[config.mk]
export PLATFORM = sky130hd
export DESIGN_NAME = qspi_rx_fifo
export DESIGN_NICKNAME = d
export VERILOG_FILES = /design/src/rtl/qspi_rx_pkg.sv /design/src/rtl/qspi_rx_packer.sv /design/src/rtl/qspi_rx_fifo.sv
export SDC_FILE = /design/constraint.sdc
export NUM_CORES = 1
export LEC_CHECK = 0
export BUFFER_PORTS_ARGS = -buffer_cell sky130_fd_sc_hd__buf_2
export CORE_ASPECT_RATIO = 0.7
export CORE_MARGIN = 2
export CORE_UTILIZATION = 27
export DETAILED_ROUTE_END_ITERATION = 6
export HOLD_SLACK_MARGIN = 0.1
export SYNTH_ARGS = -nofsm -noshare
export SYNTH_HDL_FRONTEND = slang
export SYNTH_SLANG_ARGS = --single-unit
[constraint.sdc]
create_clock -name clk -period 3.24 [get_ports clk]
set_input_delay 0.162 -clock clk [delete_from_list [all_inputs] [get_ports clk]]
set_output_delay 0.162 -clock clk [all_outputs]
set_load 0.01 [all_outputs]
[src/rtl/qspi_rx_pkg.sv]
// rtl/qspi_rx_pkg.sv - shared constants for the QSPI receive FIFO
package qspi_rx_pkg;

    localparam int BYTES_PER_WORD       = 4;
    localparam int DEFAULT_FIFO_DEPTH   = 16;
    localparam int LEVEL_W              = 5;   // width of the rx_level / rx_thresh fields
    localparam int ERR_STAT_OVERRUN_BIT = 3;

    // Word counter width: must hold 0..depth inclusive.
    function automatic int level_width(input int depth);
        return $clog2(depth) + 1;
    endfunction

endpackage

[src/rtl/qspi_rx_packer.sv]
// rtl/qspi_rx_packer.sv - packs received bytes into little-endian 32-bit words
//
// Ports:
//   clk, rst_n      clock, asynchronous active-low reset
//   rx_byte_valid   strobe: rx_byte holds a received byte
//   rx_byte         received byte
//   rx_flush        end-of-transfer: push whatever is packed
//   push            combinational push strobe toward the word FIFO
//   push_word       word to push (unused upper lanes are zero)
//   bidx            byte index 0..3 (number of bytes held)
module qspi_rx_packer
    import qspi_rx_pkg::*;
(
    input  logic                        clk,
    input  logic                        rst_n,
    input  logic                        rx_byte_valid,
    input  logic [7:0]                  rx_byte,
    input  logic                        rx_flush,
    output logic                        push,
    output logic [BYTES_PER_WORD*8-1:0] push_word,
    output logic [1:0]                  bidx
);

    logic [BYTES_PER_WORD*8-1:0] pack;
    logic [BYTES_PER_WORD*8-1:0] merged;

    // The incoming byte is merged before the push decision so a byte arriving
    // together with a flush is part of the flushed word.
    always_comb begin
        merged = pack;
        if (rx_byte_valid) begin
            merged[{bidx, 3'b000} +: 8] = rx_byte;
        end
    end

    assign push      = (rx_byte_valid && (bidx == 2'd3)) ||
                       (rx_flush && ((bidx != 2'd0) || rx_byte_valid));
    assign push_word = merged;

    // Packer returns to empty after any push, even if the FIFO drops the word.
    always_ff @(posedge clk or negedge rst_n) begin
        if (!rst_n) begin
            pack <= '0;
            bidx <= 2'd0;
        end else if (push) begin
            pack <= '0;
            bidx <= 2'd0;
        end else if (rx_byte_valid) begin
            pack <= merged;
            bidx <= bidx + 2'd1;
        end
    end

endmodule

[src/rtl/qspi_rx_fifo.sv]
// rtl/qspi_rx_fifo.sv - QSPI receive byte packer plus word FIFO with level and overrun
//
// Ports:
//   clk, rst_n      clock, asynchronous active-low reset
//   rx_byte_valid   byte strobe from the QSPI FSM; rx_byte is the byte
//   rx_flush        end-of-transfer strobe; pushes a partial word
//   fifo_rx_re      read strobe on the FIFO_RX data register (pops head)
//   fifo_rx_rdata   show-ahead head word, 0 when empty
//   rx_empty/full   FIFO flags
//   rx_level        word count 0..FIFO_DEPTH
//   rx_pend_bytes   bytes held in the packer
//   overrun         sticky dropped-word flag; overrun_clr clears it
//   rx_thresh       level threshold for rx_thresh_irq
//   rx_thresh_irq   registered level >= threshold interrupt
//
// Build option: QSPI_RX_THRESH_IRQ_EN enables the threshold interrupt;
// otherwise rx_thresh_irq is 0 and rx_thresh is ignored.
module qspi_rx_fifo
    import qspi_rx_pkg::*;
#(
    parameter int FIFO_DEPTH = DEFAULT_FIFO_DEPTH,
    parameter int DATA_WIDTH = 32
) (
    input  logic                  clk,
    input  logic                  rst_n,
    input  logic                  rx_byte_valid,
    input  logic [7:0]            rx_byte,
    input  logic                  rx_flush,
    input  logic                  fifo_rx_re,
    output logic [DATA_WIDTH-1:0] fifo_rx_rdata,
    output logic                  rx_empty,
    output logic                  rx_full,
    output logic [LEVEL_W-1:0]    rx_level,
    output logic [1:0]            rx_pend_bytes,
    output logic                  overrun,
    input  logic                  overrun_clr,
    input  logic [LEVEL_W-1:0]    rx_thresh,
    output logic                  rx_thresh_irq
);

    localparam int PTR_W = $clog2(FIFO_DEPTH);
    localparam int CNT_W = level_width(FIFO_DEPTH);
    localparam logic [CNT_W-1:0] FULL_CNT = CNT_W'(FIFO_DEPTH);

    logic                  push;
    logic [DATA_WIDTH-1:0] push_word;
    logic [1:0]            bidx;

    logic [DATA_WIDTH-1:0] mem [FIFO_DEPTH];
    logic [PTR_W-1:0]      wr_ptr;
    logic [PTR_W-1:0]      rd_ptr;
    logic [CNT_W-1:0]      count;
    logic [CNT_W-1:0]      count_next;
    logic                  do_read;
    logic                  do_push;
    logic                  drop;

    qspi_rx_packer u_packer (
        .clk           (clk),
        .rst_n         (rst_n),
        .rx_byte_valid (rx_byte_valid),
        .rx_byte       (rx_byte),
        .rx_flush      (rx_flush),
        .push          (push),
        .push_word     (push_word),
        .bidx          (bidx)
    );

    assign rx_empty = (count == '0);
    assign rx_full  = (count == FULL_CNT);

    // A read in the same cycle frees the slot, so a push at full is still accepted.
    assign do_read = fifo_rx_re && !rx_empty;
    assign do_push = push && (!rx_full || do_read);
    assign drop    = push && !do_push;

    always_comb begin
        count_next = count;
        case ({do_push, do_read})
            2'b10:   count_next = count + CNT_W'(1);
            2'b01:   count_next = count - CNT_W'(1);
            default: count_next = count;
        endcase
    end

    always_ff @(posedge clk or negedge rst_n) begin
        if (!rst_n) begin
            wr_ptr  <= '0;
            rd_ptr  <= '0;
            count   <= '0;
            overrun <= 1'b0;
        end else begin
            if (do_push) begin
                wr_ptr <= wr_ptr + PTR_W'(1);
            end
            if (do_read) begin
                rd_ptr <= rd_ptr + PTR_W'(1);
            end
            count <= count_next;
            if (drop) begin
                overrun <= 1'b1;
            end else if (overrun_clr) begin
                overrun <= 1'b0;
            end
        end
    end

    // Storage is not reset; the empty flag masks stale contents on rdata.
    always_ff @(posedge clk) begin
        if (do_push) begin
            mem[wr_ptr] <= push_word;
        end
    end

    assign fifo_rx_rdata = rx_empty ? '0 : mem[rd_ptr];
    assign rx_level      = LEVEL_W'(count);
    assign rx_pend_bytes = bidx;

`ifdef QSPI_RX_THRESH_IRQ_EN
    always_ff @(posedge clk or negedge rst_n) begin
        if (!rst_n) begin
            rx_thresh_irq <= 1'b0;
        end else begin
            rx_thresh_irq <= (rx_thresh != '0) && (LEVEL_W'(count_next) >= rx_thresh);
        end
    end
`else
    logic unused_thresh;
    assign unused_thresh = ^rx_thresh;
    assign rx_thresh_irq = 1'b0;
`endif

endmodule

==> flow_summary.html <==
<table>
<tr><th>Metric</th><th>Value</th></tr>
<tr><th colspan="2">Timing</th></tr>
<tr><td>Normalized max-slew margin</td><td>24.3%</td></tr>
<tr><td>Final worst-path cycle share</td><td>93.6%</td></tr>
<tr><td>Post-route minimum period</td><td>3.03 ns</td></tr>
<tr><td>Final setup fails</td><td>0</td></tr>
<tr><td>Total count of hold-check failures in the final report</td><td>0</td></tr>
<tr><td>Total count of max-transition violations in the final report</td><td>0</td></tr>
<tr><td>Unrepaired setup endpoints after global routing</td><td>no</td></tr>
<tr><td>Slew of the pin with the lowest slew margin</td><td>1.14 ns</td></tr>
<tr><td>Final setup skew</td><td>0.0208 ns</td></tr>
<tr><td>Max Clock Freq</td><td>0.330 GHz</td></tr>
<tr><th colspan="2">Power and ir drop</th></tr>
<tr><td>Leakage power figure</td><td>8.54 nW</td></tr>
<tr><td>Overall power of the completed layout</td><td>22.7 mW</td></tr>
<tr><td>Worst vdd rail ir drop</td><td>0.456 mV</td></tr>
<tr><td>PwrDens</td><td>876 mW/mm²</td></tr>
<tr><th colspan="2">Setup path</th></tr>
<tr><td>Crit path arrival time</td><td>2.87 ns</td></tr>
<tr><td>CP cell instances</td><td>nor4_4, buf_4, nand2_1, or2b_2, buf_4, o22ai_1, buf_2</td></tr>
<tr><td>Buffers and inverters on the worst path</td><td>3</td></tr>
<tr><td>CP max-delay cell</td><td>sky130_fd_sc_hd__dfrtp_1</td></tr>
<tr><td>Slowest stage delay, CP</td><td>0.46 ns</td></tr>
<tr><td>Top Family by Delay on Critical Path</td><td>simple AND/OR/NAND/NOR gates</td></tr>
<tr><td>Worst setup EP type</td><td>primary output</td></tr>
<tr><td>Critical path start-end classification</td><td>register to primary output</td></tr>
<tr><td>Critical Path Fanout Max</td><td>13</td></tr>
<tr><td>Cell type with the highest occurrence count on the critical path</td><td>sky130_fd_sc_hd__buf_4</td></tr>
<tr><td>Critical Path Start Type</td><td>register</td></tr>
<tr><td>Required time worst endpoint</td><td>3.08 ns</td></tr>
<tr><th colspan="2">Route</th></tr>
<tr><td>Number of iterations in the first detailed-routing pass</td><td>5</td></tr>
<tr><td>Via density</td><td>4.76</td></tr>
<tr><td>Total length of routed wires</td><td>51.9 mm</td></tr>
<tr><td>Number of DRC markers in iteration 0</td><td>1096</td></tr>
<tr><td>Via count</td><td>10656</td></tr>
<tr><td>Drc violations</td><td>0</td></tr>
<tr><td>Remaining antenna violation count</td><td>0</td></tr>
<tr><td>Average routed wire per standard cell</td><td>23.2 µm</td></tr>
<tr><th colspan="2">Placed design</th></tr>
<tr><td>Count of buffers from port buffering</td><td>55</td></tr>
<tr><td>Hpwl dp</td><td>31.4 mm</td></tr>
<tr><td>Routability congestion estimate from global placement</td><td>0.782</td></tr>
<tr><td>Placed cell area</td><td>0.0240 mm²</td></tr>
<tr><th colspan="2">Yosys</th></tr>
<tr><td>Number of warnings printed during yosys synthesis</td><td>0</td></tr>
<tr><td>Syn Nets</td><td>1050</td></tr>
<tr><td>Sequential-to-total area share from yosys stat</td><td>75.4%</td></tr>
<tr><td>Post-Syn Area per Cell</td><td>21.6 µm²</td></tr>
<tr><td>Leading register cell type out of synthesis</td><td>sky130_fd_sc_hd__edfxtp_1</td></tr>
<tr><td>Post-synthesis cell type count</td><td>49</td></tr>
<tr><td>Top cells by instance count after synthesis</td><td>512 x sky130_fd_sc_hd__edfxtp_1, 128 x sky130_fd_sc_hd__mux4_2, 67 x sky130_fd_sc_hd__mux2i_1, 56 x sky130_fd_sc_hd__a22o_1, 48 x sky130_fd_sc_hd__dfrtp_1</td></tr>
<tr><td>Synthesized instance count</td><td>1018</td></tr>
<tr><td>Synth async-reset ratio</td><td>8.57%</td></tr>
<tr><td>Cell taking the most area after synthesis</td><td>sky130_fd_sc_hd__edfxtp_1</td></tr>
<tr><td>Area of the mapped netlist</td><td>0.0220 mm²</td></tr>
<tr><td>Synthesis-stage register bit count</td><td>560</td></tr>
<tr><td>Share of the synthesized area in the top cell type</td><td>70.0%</td></tr>
<tr><td>Top-count cell post-synth</td><td>sky130_fd_sc_hd__edfxtp_1</td></tr>
<tr><td>Count of flip-flops with a built-in enable after synthesis</td><td>512</td></tr>
<tr><td>Largest cells by area after synthesis</td><td>sky130_fd_sc_hd__edfxtp_1 70%, sky130_fd_sc_hd__mux4_2 13%, sky130_fd_sc_hd__dfrtp_1 5.5%</td></tr>
<tr><th colspan="2">Clock network</th></tr>
<tr><td>Clk root buf</td><td>sky130_fd_sc_hd__clkbuf_16</td></tr>
<tr><td>Number of buffers on the longest clock path</td><td>3</td></tr>
<tr><td>H-Tree Level Count</td><td>2</td></tr>
<tr><td>Source-to-sink clock delay at the later pin of the worst-skew pair</td><td>0.59 ns</td></tr>
<tr><td>Post-CTS setup buffers</td><td>0</td></tr>
<tr><td>TritonCTS clock tree</td><td>yes</td></tr>
<tr><td>Sink count of the clock tree</td><td>560</td></tr>
<tr><td>Total clock buffers created by CTS</td><td>50</td></tr>
<tr><td>Clock-pin slew on the worst setup and hold paths</td><td>0.07 ns</td></tr>
<tr><th colspan="2">GRT</th></tr>
<tr><td>Initial antenna violation count</td><td>2</td></tr>
<tr><td>Maximum number of pins on one net before global-route repair</td><td>49</td></tr>
<tr><td>Vias in the first global route</td><td>11035</td></tr>
<tr><td>Global-route wire length before repair</td><td>75.7 mm</td></tr>
<tr><td>Global-route usage over all layers</td><td>12.2%</td></tr>
<tr><td>Total gr overflow</td><td>0</td></tr>
<tr><th colspan="2">Finish</th></tr>
<tr><td>Finished Cell Area</td><td>0.0259 mm²</td></tr>
<tr><td>Area growth syn-to-layout</td><td>17.8%</td></tr>
<tr><td>Post-layout net count</td><td>1163</td></tr>
<tr><td>Number of antenna repair diodes</td><td>0</td></tr>
<tr><td>Layout cells sized above 1</td><td>28.4%</td></tr>
<tr><td>Final Util</td><td>32.1%</td></tr>
<tr><th colspan="2">Floorplan</th></tr>
<tr><td>IO Count</td><td>62</td></tr>
<tr><td>DIE AREA</td><td>0.0837 mm²</td></tr>
<tr><td>Core Box Area</td><td>0.0806 mm²</td></tr>
<tr><td>Initial standard-cell utilization of the core</td><td>27.3%</td></tr>
<tr><td>Height of the die</td><td>243 µm</td></tr>
<tr><td>Die X</td><td>345 µm</td></tr>
<tr><td>Number of standard-cell rows in the floorplan</td><td>87</td></tr>
<tr><th colspan="2">Flow run</th></tr>
<tr><td>Max Cap Violations</td><td>0</td></tr>
<tr><th colspan="2">Run status</th></tr>
<tr><td>Run status</td><td>complete, no violations</td></tr>
<tr><th colspan="2">Min path</th></tr>
<tr><td>Hold WC Path Type</td><td>primary input to async pin</td></tr>
</table>
## registers in the layout, summed over array words and instances, names as in the netlist
register       count
wr_ptr             4
mem              512
rd_ptr             4
u_packer.bidx      2
rx_level           5
overrun            1
u_packer.pack     32
## routing by layer
layer,global-route usage (%),up-vias,part of all wire (%)
li1,-,4499,-
met1,18.6,5776,48
met2,18.0,321,43
met3,2.74,56,6.8
met4,2.03,4,1.3
met5,0,-,0.052
## kinds of logic after synthesis
group	share of synthesized area, %
xor gates and xnor gates	0.399
AOI/OAI and AO/OA	3.80
DFF	75.4
buffers and inverters	1.38
and+or+nand+nor	1.83
other	0.0171
muxes	16.4
adders and majority gates	0.774
## metrics by stage
stage | std cells | worst slack (ns) | setup TNS [ns] | hold slack, ns
after floorplan | 1018 | -0.299 | -38.32 | -0.134
after global placement | 2132 | 0.313 | 0 | 0.419
after detailed placement | 2132 | 0.183 | 0 | 0.451
after CTS | 2239 | 0.0647 | 0 | 0.419
after global routing | 2239 | 0.0670 | 0 | 0.473
final | 2239 | 0.207 | 0 | 0.363
## worst paths after layout
| path | from | to | slack, ns | cells past startpoint |
|---|---|---|---|---|
| worst max-delay path | rx_level[0] | fifo_rx_rdata[24] | 0.21 | 7 |
| worst min-delay path | rst_n | overrun | 0.36 | 2 |
| worst max register to register | u_packer.bidx[0] | mem[10][8] | 0.25 | 8 |
| worst min register to register | u_packer.pack[19] | u_packer.pack[19] | 0.50 | 1 |
| max in group asynchronous | rst_n | rd_ptr[0] | 2.03 | 2 |
| min in group clk | u_packer.pack[19] | u_packer.pack[19] | 0.50 | 1 |
## placed cells by master, fill, tap and decap left out, types with 9 or more instances in the layout
cell type                       netlist  routed
sky130_fd_sc_hd__edfxtp_1           512     512
sky130_fd_sc_hd__mux4_2             128     128
sky130_fd_sc_hd__mux2i_1             67      67
sky130_fd_sc_hd__a22o_1              56      56
sky130_fd_sc_hd__buf_2               20      55
sky130_fd_sc_hd__clkbuf_16            0      51
sky130_fd_sc_hd__dfrtp_1             48      45
sky130_fd_sc_hd__o22ai_1             35      34
sky130_fd_sc_hd__buf_4                8      22
sky130_fd_sc_hd__buf_12               0      20
sky130_fd_sc_hd__dlygate4sd3_1        0      15
sky130_fd_sc_hd__inv_1               13      13
sky130_fd_sc_hd__and2_2               1      13
sky130_fd_sc_hd__and3_1              12      12
sky130_fd_sc_hd__ha_1                12      12
sky130_fd_sc_hd__nand2_1             12      11
sky130_fd_sc_hd__clkbuf_1            11      11
sky130_fd_sc_hd__clkinv_1             0      11
sky130_fd_sc_hd__bufinv_16            0      11
sky130_fd_sc_hd__xnor2_1              9       9
## area by class of cell
class | count | area [µm²]
well taps | 1068 | 1340
clock buffers | 62 | 1320
multi-input cells | 392 | 5160
clock inverters | 30 | 440
repair buffers | 112 | 991
flip-flops and latches | 560 | 16600
inverters | 15 | 57.6
fillers | 7641 | 54700
## repair_timing
action                     CTS  global route
resized for setup            0             2
setup endpoints to repair    0             2
hold buffers                15             0
hold endpoints to repair    76             0
## power by group
group	leakage, nW	internal, mW	total (mW)	switching [mW]
sequential	5.27	8.86	9.38	0.521
combinational	2.42	3.00	6.90	3.90
clock	0.849	3.78	6.41	2.63
No activity file was read; power rests on OpenSTA's default activity.
